`config.mk`:
```
export PLATFORM = sky130hd
export DESIGN_NAME = multicycle_ctrl
export DESIGN_NICKNAME = d
export VERILOG_FILES = /design/src/rtl/legv8_pkg.sv /design/src/rtl/alu_decoder.sv /design/src/rtl/multicycle_ctrl.sv
export SDC_FILE = /design/constraint.sdc
export NUM_CORES = 1
export LEC_CHECK = 0
export ABC_AREA = 1
export ABC_CLOCK_PERIOD_IN_PS = 6400
export CORE_ASPECT_RATIO = 2
export CORE_MARGIN = 2
export CORE_UTILIZATION = 40
export CTS_BUF_LIST = sky130_fd_sc_hd__clkbuf_2 sky130_fd_sc_hd__clkbuf_4 sky130_fd_sc_hd__clkbuf_8
export DETAILED_ROUTE_END_ITERATION = 10
export GPL_TIMING_DRIVEN = 1
export PLACE_DENSITY = 0.63
export SYNTH_ARGS = -nofsm -noshare
export SYNTH_HDL_FRONTEND = slang
export SYNTH_SLANG_ARGS = --single-unit
export TNS_END_PERCENT = 20
```
`constraint.sdc`:
```
create_clock -name clk -period 6.4 [get_ports clk]
set_input_delay 1.28 -clock clk [delete_from_list [all_inputs] [get_ports clk]]
set_output_delay 1.28 -clock clk [all_outputs]
set_load 0.02 [all_outputs]
```
`src/rtl/legv8_pkg.sv`:
```
// -----------------------------------------------------------------------------
// legv8_pkg
// Shared types and constants for the multicycle LEGv8 controller:
//   state_t     - controller sequencing states
//   op_class_t  - instruction class produced by the opcode decoder
//   OP_*        - 11-bit opcode field values (and masks for CBZ/B, whose
//                 low opcode bits belong to the immediate)
//   ALU_*       - AluControl encodings understood by the execute stage
//   op_match()  - masked opcode comparison helper
// -----------------------------------------------------------------------------
package legv8_pkg;

    typedef enum logic [2:0] {
        FETCH  = 3'd0,
        DECODE = 3'd1,
        EXEC   = 3'd2,
        MEM    = 3'd3,
        WB     = 3'd4,
        HALT   = 3'd5
    } state_t;

    typedef enum logic [2:0] {
        CLS_RTYPE   = 3'd0,
        CLS_LD      = 3'd1,
        CLS_ST      = 3'd2,
        CLS_CBZ     = 3'd3,
        CLS_B       = 3'd4,
        CLS_ILLEGAL = 3'd5
    } op_class_t;

    localparam logic [10:0] OP_ADD      = 11'b10001011000;
    localparam logic [10:0] OP_SUB      = 11'b11001011000;
    localparam logic [10:0] OP_AND      = 11'b10001010000;
    localparam logic [10:0] OP_ORR      = 11'b10101010000;
    localparam logic [10:0] OP_LDUR     = 11'b11111000010;
    localparam logic [10:0] OP_STUR     = 11'b11111000000;
    localparam logic [10:0] OP_CBZ      = 11'b10110100000;
    localparam logic [10:0] OP_CBZ_MASK = 11'b11111111000;
    localparam logic [10:0] OP_B        = 11'b00010100000;
    localparam logic [10:0] OP_B_MASK   = 11'b11111100000;
    localparam logic [10:0] OP_FULL     = 11'b11111111111;

    localparam logic [3:0] ALU_AND  = 4'b0000;
    localparam logic [3:0] ALU_ORR  = 4'b0001;
    localparam logic [3:0] ALU_ADD  = 4'b0010;
    localparam logic [3:0] ALU_SUB  = 4'b0110;
    localparam logic [3:0] ALU_PASS = 4'b0111;

    // True when the opcode bits selected by mask equal the reference value.
    function automatic logic op_match(input logic [10:0] op,
                                      input logic [10:0] ref_val,
                                      input logic [10:0] mask);
        return ((op & mask) == (ref_val & mask));
    endfunction

endpackage

```
`src/rtl/alu_decoder.sv`:
```
// -----------------------------------------------------------------------------
// alu_decoder
// Decodes the latched 11-bit opcode into the execute-stage controls and an
// instruction class used by the sequencing FSM.
//   opcode       in   11  latched opcode field
//   alu_control  out  4   AluControl value to present during EXEC
//   alu_src      out  1   0: readData2, 1: signImm
//   op_class     out  3   rtype / ld / st / cbz / b / illegal
// -----------------------------------------------------------------------------
module alu_decoder
    import legv8_pkg::*;
(
    input  logic [10:0] opcode,
    output logic [3:0]  alu_control,
    output logic        alu_src,
    output op_class_t   op_class
);

    // Opcode classification and ALU control lookup.
    always_comb begin
        alu_control = ALU_AND;
        alu_src     = 1'b0;
        op_class    = CLS_ILLEGAL;
        if (op_match(opcode, OP_ADD, OP_FULL)) begin
            op_class    = CLS_RTYPE;
            alu_control = ALU_ADD;
        end else if (op_match(opcode, OP_SUB, OP_FULL)) begin
            op_class    = CLS_RTYPE;
            alu_control = ALU_SUB;
        end else if (op_match(opcode, OP_AND, OP_FULL)) begin
            op_class    = CLS_RTYPE;
            alu_control = ALU_AND;
        end else if (op_match(opcode, OP_ORR, OP_FULL)) begin
            op_class    = CLS_RTYPE;
            alu_control = ALU_ORR;
        end else if (op_match(opcode, OP_LDUR, OP_FULL)) begin
            op_class    = CLS_LD;
            alu_control = ALU_ADD;
            alu_src     = 1'b1;
        end else if (op_match(opcode, OP_STUR, OP_FULL)) begin
            op_class    = CLS_ST;
            alu_control = ALU_ADD;
            alu_src     = 1'b1;
        end else if (op_match(opcode, OP_CBZ, OP_CBZ_MASK)) begin
            // CBZ tests Rt, which arrives on the B operand: pass it through.
            op_class    = CLS_CBZ;
            alu_control = ALU_PASS;
        end else if (op_match(opcode, OP_B, OP_B_MASK)) begin
            op_class    = CLS_B;
        end else begin
            op_class    = CLS_ILLEGAL;
        end
    end

endmodule

```
`src/rtl/multicycle_ctrl.sv`:
```
// -----------------------------------------------------------------------------
// multicycle_ctrl
// Sequencing controller for a shared-datapath multicycle LEGv8 core:
// FETCH -> DECODE -> EXEC -> [MEM] -> [WB] -> FETCH, with a ready handshake
// (and timeout) on instruction and data memory, and a retired-instruction
// counter. Illegal opcodes and memory timeouts park the FSM in HALT until reset.
//   clk          in   1        clock, rising edge
//   reset        in   1        asynchronous active-high reset
//   instr        in   11       opcode field of the instruction word
//   imem_ready   in   1        instruction word valid this cycle
//   dmem_ready   in   1        data access complete this cycle
//   zero         in   1        zero flag from the execute stage
//   irWrite      out  1        IR load enable
//   pcWrite      out  1        PC load enable
//   pcSrc        out  1        0: PC+4, 1: PCBranch
//   AluSrc       out  1        0: readData2, 1: signImm
//   AluControl   out  4        ALU operation
//   memRead      out  1        imem read (FETCH) / dmem read (MEM)
//   memWrite     out  1        dmem write
//   regWrite     out  1        register-file write
//   memtoReg     out  1        WB source: 1 memory, 0 ALU
//   halted       out  1        sticky halt indication
//   instr_count  out  COUNT_W  retired-instruction count (wrapping)
// -----------------------------------------------------------------------------
module multicycle_ctrl
    import legv8_pkg::*;
#(
    parameter int MEM_TIMEOUT = 16,
    parameter int COUNT_W     = 32
) (
    input  logic               clk,
    input  logic               reset,
    input  logic [10:0]        instr,
    input  logic               imem_ready,
    input  logic               dmem_ready,
    input  logic               zero,
    output logic               irWrite,
    output logic               pcWrite,
    output logic               pcSrc,
    output logic               AluSrc,
    output logic [3:0]         AluControl,
    output logic               memRead,
    output logic               memWrite,
    output logic               regWrite,
    output logic               memtoReg,
    output logic               halted,
    output logic [COUNT_W-1:0] instr_count
);

    localparam int WAIT_W = $clog2(MEM_TIMEOUT + 1);

    state_t             state_r;
    state_t             state_next_s;
    logic [10:0]        opcode_r;
    logic [WAIT_W-1:0]  wait_cnt_r;
    logic [COUNT_W-1:0] instr_count_r;
    logic [3:0]         dec_alu_control_s;
    logic               dec_alu_src_s;
    op_class_t          dec_class_s;
    logic               last_wait_s;
    logic               waiting_s;
    logic               retire_s;

    alu_decoder u_alu_decoder (
        .opcode      (opcode_r),
        .alu_control (dec_alu_control_s),
        .alu_src     (dec_alu_src_s),
        .op_class    (dec_class_s)
    );

    // This low-ready cycle is the one that would take the counter to the limit;
    // a ready on this cycle still wins because ready is tested first below.
    assign last_wait_s = (wait_cnt_r == WAIT_W'(MEM_TIMEOUT - 1));

    // Next-state selection.
    always_comb begin
        state_next_s = state_r;
        case (state_r)
            FETCH: begin
                if (imem_ready) begin
                    state_next_s = DECODE;
                end else if (last_wait_s) begin
                    state_next_s = HALT;
                end else begin
                    state_next_s = FETCH;
                end
            end
            DECODE: begin
                if (dec_class_s == CLS_ILLEGAL) begin
                    state_next_s = HALT;
                end else begin
                    state_next_s = EXEC;
                end
            end
            EXEC: begin
                case (dec_class_s)
                    CLS_RTYPE:      state_next_s = WB;
                    CLS_LD, CLS_ST: state_next_s = MEM;
                    CLS_CBZ, CLS_B: state_next_s = FETCH;
                    default:        state_next_s = HALT;
                endcase
            end
            MEM: begin
                if (dmem_ready) begin
                    if (dec_class_s == CLS_LD) begin
                        state_next_s = WB;
                    end else begin
                        state_next_s = FETCH;
                    end
                end else if (last_wait_s) begin
                    state_next_s = HALT;
                end else begin
                    state_next_s = MEM;
                end
            end
            WB:      state_next_s = FETCH;
            HALT:    state_next_s = HALT;
            default: state_next_s = HALT;
        endcase
    end

    // An instruction retires on the cycle its last state hands back to FETCH.
    assign retire_s = (state_r != FETCH) && (state_r != HALT) && (state_next_s == FETCH);

    // A cycle that counts against the memory timeout.
    assign waiting_s = ((state_r == FETCH) && !imem_ready) || ((state_r == MEM) && !dmem_ready);

    // State register.
    always_ff @(posedge clk or posedge reset) begin
        if (reset) begin
            state_r <= FETCH;
        end else begin
            state_r <= state_next_s;
        end
    end

    // Opcode register, loaded together with the IR.
    always_ff @(posedge clk or posedge reset) begin
        if (reset) begin
            opcode_r <= 11'd0;
        end else if ((state_r == FETCH) && imem_ready) begin
            opcode_r <= instr;
        end else begin
            opcode_r <= opcode_r;
        end
    end

    // Memory wait counter: cleared on any state change, counts stalled cycles.
    always_ff @(posedge clk or posedge reset) begin
        if (reset) begin
            wait_cnt_r <= '0;
        end else if (state_next_s != state_r) begin
            wait_cnt_r <= '0;
        end else if (waiting_s) begin
            wait_cnt_r <= wait_cnt_r + WAIT_W'(1);
        end else begin
            wait_cnt_r <= wait_cnt_r;
        end
    end

    // Retired-instruction counter; naturally wraps and is frozen in HALT.
    always_ff @(posedge clk or posedge reset) begin
        if (reset) begin
            instr_count_r <= '0;
        end else if (retire_s) begin
            instr_count_r <= instr_count_r + COUNT_W'(1);
        end else begin
            instr_count_r <= instr_count_r;
        end
    end

    assign instr_count = instr_count_r;

    // Output decode from state and latched opcode; reset forces every enable low.
    always_comb begin
        irWrite    = 1'b0;
        pcWrite    = 1'b0;
        pcSrc      = 1'b0;
        AluSrc     = 1'b0;
        AluControl = ALU_AND;
        memRead    = 1'b0;
        memWrite   = 1'b0;
        regWrite   = 1'b0;
        memtoReg   = 1'b0;
        halted     = 1'b0;
        if (reset) begin
            halted = 1'b0;
        end else begin
            case (state_r)
                FETCH: begin
                    memRead = 1'b1;
                    if (imem_ready) begin
                        irWrite = 1'b1;
                        pcWrite = 1'b1;
                        pcSrc   = 1'b0;
                    end else begin
                        irWrite = 1'b0;
                    end
                end
                DECODE: begin
                    halted = 1'b0;
                end
                EXEC: begin
                    AluSrc     = dec_alu_src_s;
                    AluControl = dec_alu_control_s;
                    case (dec_class_s)
                        CLS_CBZ: begin
                            pcSrc   = 1'b1;
                            pcWrite = zero;
                        end
                        CLS_B: begin
                            pcSrc   = 1'b1;
                            pcWrite = 1'b1;
                        end
                        default: pcSrc = 1'b0;
                    endcase
                end
                MEM: begin
                    // Held for the whole access until dmem_ready.
                    memRead  = (dec_class_s == CLS_LD);
                    memWrite = (dec_class_s == CLS_ST);
                end
                WB: begin
                    regWrite = 1'b1;
                    memtoReg = (dec_class_s == CLS_LD);
                end
                HALT: begin
                    halted = 1'b1;
                end
                default: begin
                    halted = 1'b1;
                end
            endcase
        end
    end

endmodule

```
==> results.cfg <==
[finish]
syn2layout_area_growth_pct = 21.53
drive_gt1_share_pct = 6.877
fin_nets = 557
num-fill-cells = 898
n_antenna_cell = 0
final_cells = 638
fin_area_um2 = 4195

[floorplan]
dieArea_um2 = 9435
io_pins = 61
die_w_um = 69.69
design.core.area_um2 = 8528
die_h_um = 135.4
initial_utilization_pct = 40.48
row_count = 48

[logic_synthesis]
seq_area_frac_synth_pct = 36.97
synth_ff_type = dfrtp_1
synth_area_leaders = dfrtp_1 (37%), nand2_1 (17%), xor2_1 (6.9%)
syn-instance-count = 482
synth_top_area_cell = dfrtp_1
ys_types = 32
yosys-top-cells-count = nand2_1 (152), dfrtp_1 (51), nor2_1 (48), nand3_1 (44), inv_1 (41)
synth_edf_count = 0
synth_most_common_cell = nand2_1
synthesis.nets = 501
yosysWarnings = 0
yosysTopAreaCellShare_pct = 36.97
synthesis.area_um2 = 3452
ys_seq_elements = 51
ys_async_sr_fraction_pct = 100.0
synth_area_per_cell_um2 = 7.162

[placement]
dpl.hpwl_um = 7383
preCtsSetupSlack_ns = 1.759
gp_congestion = 0.9900
post_dp_cell_area_um2 = 4089
portBuffers = 59
dp.cells = 631

[routing]
routedWlPerCell_um = 15.03
via_per_inst = 5.252
drc_errors = 0
num_vias = 3351
drt_iter0_drc = 122
wl_um = 9588
detail-route-antenna-nets = 0
drt_pass1_iterations = 4

[worst_setup_path]
arrival_ns = 3.31
max_stage_delay_ns = 0.60
start_kind = primary input
path_cells = clkdlybuf4s50_1 > inv_2 > buf_4 > nand4_1 > inv_1 > clkdlybuf4s50_1
crit_buf_inv = 5
cp_slowest_cell = clkdlybuf4s50_1
crit_required_ns = 5.12
crit_top_cell = clkdlybuf4s50_1
cp_top_family = buffers and inverters
path_max_fanout = 52
critPathCaptureType = output pin
criticalPathCategory = in2out

[cts]
numCtsBuffers = 5
cts_tree = yes
clk_pin_slew_ns = 0.09
post_cts_resized = 0
clk_path_buf_depth = 2
clock_latency_ns = 0.31
cts-hold-fix-buffers = 0
htree_num_levels = 2
post-cts-setup-buffers = 0
cts.sinks = 51
cts_root_buffer = clkbuf_8

[power_and_ir_drop]
p_leak_uw = 0.001933
peakVddDrop_mv = 0.1297
power_density_nw_per_um2 = 140.0
finalPower_uw = 587.3

[global_routing]
grt_remaining_overflow = 0
grt_pass1_vias = 3381
grt_max_degree = 53
grt.total_usage_pct = 21.35
antenna_found_initial = 0
grt_pass1_wl_um = 15860

[sta]
setup_viol = 0
fin_skew_ns = 0.004006
worstMarginPinSlew_ns = 0.8126
layout_setup_ws_ns = 1.808
max_slew_margin_pct = 45.70
max_freq_mhz = 217.8
hold_viol_final = 0
rsz0062_at_grt = false
fin_crit_sh_pct = 71.75
period_minus_slack_ns = 4.592
drv_slew = 0
setup-tns-final_ns = 0

[outcome]
status = finished clean

[job]
max_cap_viol_count = 0

[worst_hold_path]
min_path_type = reg2reg
[final cells by class]
| cell class | instances | area (um^2) | share of cell area (%) |
|---|---|---|---|
| Clock inverter | 2 | 37.54 | 0.8947 |
| Sequential cell | 51 | 1276 | 30.42 |
| Tap cell | 100 | 125.1 | 2.982 |
| Timing Repair Buffer | 61 | 605.6 | 14.43 |
| Clock buffer | 5 | 68.82 | 1.640 |
| Inverter | 52 | 195.2 | 4.653 |
| Multi-Input combinational cell | 367 | 1887 | 44.97 |
[report_power, final]
part           switching (uW)  total (uW)  internal, uW
registers                3.63         330           326
clock network             109         224           114
logic                    20.1        33.6          13.5
[tightest hold or removal path, cell delays in order (launching register included)]
cell and delay, ns:
dfrtp_1 0.40, nand2_1 0.07, nand2_1 0.06
[placed cells by master, fill, tap and decap left out, types with 3 or more instances in the layout]
cell	Yosys	layout
xnor2_1	6	6
nor2_1	48	48
nor2_4	5	5
nand3_2	3	3
nor3_1	22	22
dfrtp_1	51	51
a21oi_1	7	7
clkdlybuf4s50_1	0	59
ha_1	3	3
nand3_1	44	44
xor2_1	27	27
nand2_1	152	152
nor4_1	11	11
o21ai_0	10	10
inv_2	11	12
nand4_1	12	12
clkbuf_8	0	5
inv_1	41	40
[layer usage]
metal | global-route usage, % | share of wire (%) | vias to the layer above
li1 | - | - | 1664
met1 | 20.60 | 35 | 1532
met2 | 40.38 | 54 | 112
met3 | 2.827 | 3.8 | 43
met4 | 15.71 | 7.4 | 0
met5 | 0 | 0 | -
[flip-flops by register name, indices dropped and copies added, names as in the netlist]
name         flops
instr_count     32
wait_cnt_r       5
state_r          3
opcode_r        11
[cells by family (layout without fill, tap and decap cells)]
family	after synthesis	count (layout)	share of synthesized area, %
simple gates	306	306	41.07
buf+inv	64	120	8.373
flops	51	51	36.97
xor+xnor	33	33	8.373
compound gates	23	23	3.733
fa+ha+maj	3	3	1.087
other cells	1	1	0.1086
mux	1	1	0.2900
[stage by stage]
stage	hold slack (ns)	utilization (%)
final	0.5490	49.19
after floorplan	0.4649	-
after global placement	0.5223	47.95
after CTS	0.5485	49.19
after global routing	0.5954	49.19
after detailed placement	0.5246	47.95
[path summary, 6_finish.rpt]
kind,from,to,slack (ns),cells past startpoint
max,reset,memWrite,1.81,6
min,opcode_r[2]$_DFFE_PP0P_,opcode_r[2]$_DFFE_PP0P_,0.55,2
max reg2reg,wait_cnt_r[0]$_DFFE_PP0P_,instr_count[3]$_DFFE_PP0P_,3.40,11
min reg2reg,opcode_r[2]$_DFFE_PP0P_,opcode_r[2]$_DFFE_PP0P_,0.55,2
max in group asynchronous,reset,instr_count[30]$_DFFE_PP0P_,4.30,3
min in group asynchronous,reset,state_r[1]$_DFF_PP0_,1.65,3
No activity file was read; power rests on OpenSTA's default activity.
==> RTL change: new RTL, same flow settings <==
`MEM_TIMEOUT`: 16 -> 8.
--- a/src/rtl/multicycle_ctrl.sv
+++ b/src/rtl/multicycle_ctrl.sv
@@ -26,5 +26,5 @@
     import legv8_pkg::*;
 #(
-    parameter int MEM_TIMEOUT = 16,
+    parameter int MEM_TIMEOUT = 8,
     parameter int COUNT_W     = 32
 ) (
Behaviour: not the same (Yosys sat finds a counterexample within 10 cycles, from zero or initial values and one cycle with reset high).
==> RTL change against the original RTL <==
- power is 4.0% lower
- non-clock buffer count is 1 lower
- cell area is 2.3% lower
- largest power group unchanged
- critical path type unchanged
- routed wire length is 4.0% lower
- critical endpoint is now AluControl[0]
- area after synthesis is 2.7% lower
- maximum frequency is 4.0% lower
- setup slack worse by 0.19 ns
- sequential cell count is 1 lower
- count of clock-buffer cells in the layout is 1 higher
==> RTL change: results (changes against the original RTL) <==
[cells_and_area]
fillers=857  ; was 898
final_area_mm2=0.00410  ; was 0.00420 mm2
final_cell_count_no_fill=635  ; was 638
drive_above_1_share=0.0559  ; was 0.0688
final_nets=554  ; was 557

[worst_setup_path]
arrival_ns=3.51  ; was 3.31 ns
rrSetupSlack_ns=3.29  ; was 3.40 ns
crit_fanout=27  ; was 52
crit_family=buffers and inverters  ; unchanged
timing.rr.start=state_r[1]$_DFF_PP0_  ; was wait_cnt_r[0]$_DFFE_PP0P_
regToRegEndpoint=instr_count[27]$_DFFE_PP0P_  ; was instr_count[3]$_DFFE_PP0P_

[yosys]
yosys-top-cells-area=dfrtp_1, nand2_1, xor2_1  ; unchanged
syn_nets=499  ; was 501
netlist_top_cells_count=nand2_1, nor2_1, dfrtp_1  ; was nand2_1, dfrtp_1, nor2_1
ys_types=35  ; was 32
synth_cells=481  ; was 482
ys_seq_area_frac=0.372  ; was 0.370

[pwr]
p_sw_w=0.000118  ; was 0.000133 W
peakVddDrop_v=0.000102  ; was 0.000130 V
leakage_nw=1.89  ; was 1.93 nW

[clock_tree]
cts_buffer_depth=2  ; unchanged
clk_pin_slew_ns=0.09  ; about the same
clk_latency_ns=0.31  ; about the same

[grt]
track_usage=0.219  ; was 0.214
grt_start_max_net_pins=34  ; was 53
grt_pass1_wl_um=15200  ; was 15900 um
first_global_vias=3265  ; was 3381

[placement]
dpl.hpwl_um=7160  ; was 7380 um
dp_slack_ns=1.56  ; was 1.76 ns
place_congestion=0.923  ; was 0.990
post-place-cells=627  ; was 631
port_buffers=59  ; unchanged
placed_cell_area_mm2=0.00399  ; was 0.00409 mm2

[route]
vias_per_cell=5.12  ; was 5.25
drt_iter0_markers=130  ; was 122
routedWlPerCell_um=14.5  ; was 15.0 um

[sta]
period_share=0.748  ; was 0.718
fin_worst_skew_ns=0.00466  ; was 0.00401 ns
worst_slew_margin_rel=0.471  ; was 0.457
hold_slack_ns=0.507  ; was 0.549 ns

[worst_hold_path]
hold_depth=2  ; unchanged
hp-start=instr_count[30]$_DFFE_PP0P_  ; was opcode_r[2]$_DFFE_PP0P_
hold_path_end=instr_count[30]$_DFFE_PP0P_  ; was opcode_r[2]$_DFFE_PP0P_

[status]
status=completed  ; unchanged

## RTL change: changes by cell type in the layout (fill, tap and decap cells not counted), moves of 5 or more
cell	delta
inv_1	+5
inv_2	-8
nand2_1	+5
nand4_1	-6
nor2_1	+11
nor2_2	+5
## RTL change: cell families (layout without fill, tap and decap cells)
family,after synthesis,in the layout,share of synthesized area
other,1,1,0.00112
buffers and inverters,61,117,0.0831
muxes,1,1,0.00298
xor gates and xnor gates,33,33,0.0860
AOI/OAI and AO/OA,21,21,0.0354
DFF,50,50,0.372
and+or+nand+nor,312,312,0.412
adders and majority gates,2,2,0.00745
## RTL change: layout make-up
| type | instances | share of cell area |
|---|---|---|
| clock buffers | 6 | 0.0186 |
| repair buffers | 60 | 0.146 |
| multi-input cells | 370 | 0.446 |
| clock inverters | 2 | 0.00916 |
| well taps | 98 | 0.0299 |
| flip-flops and latches | 50 | 0.305 |
| inverters | 49 | 0.0449 |
## RTL change: worst max-delay path by stage
stage	from	end	slack (ns)	depth (start not counted)
floorplan	reset	AluControl[2]	1.83	3
global placement	reset	AluControl[0]	1.59	6
detailed placement	reset	AluControl[0]	1.56	6
CTS	reset	AluControl[0]	1.54	6
global route	reset	AluControl[0]	1.40	6
finish	reset	AluControl[0]	1.61	6
## RTL change: routing by layer
metal,vias to the layer above,share of wire,GRT usage
met1,1487,0.36,0.228
li1,1637,-,-
met2,98,0.55,0.390
met3,31,0.040,0.0321
met4,0,0.052,0.129
met5,-,0,0
## RTL change: power by group through the flow
stage / logic, W / clock network [W] / registers, W
after detailed placement: 0.0000202 / 0 / 0.000322
final: 0.0000197 / 0.000229 / 0.000316
after global routing: 0.0000219 / 0.000248 / 0.000316
after floorplan: 0.00000708 / 0 / 0.000322
after global placement: 0.0000199 / 0 / 0.000322
after CTS: 0.0000205 / 0.000238 / 0.000316
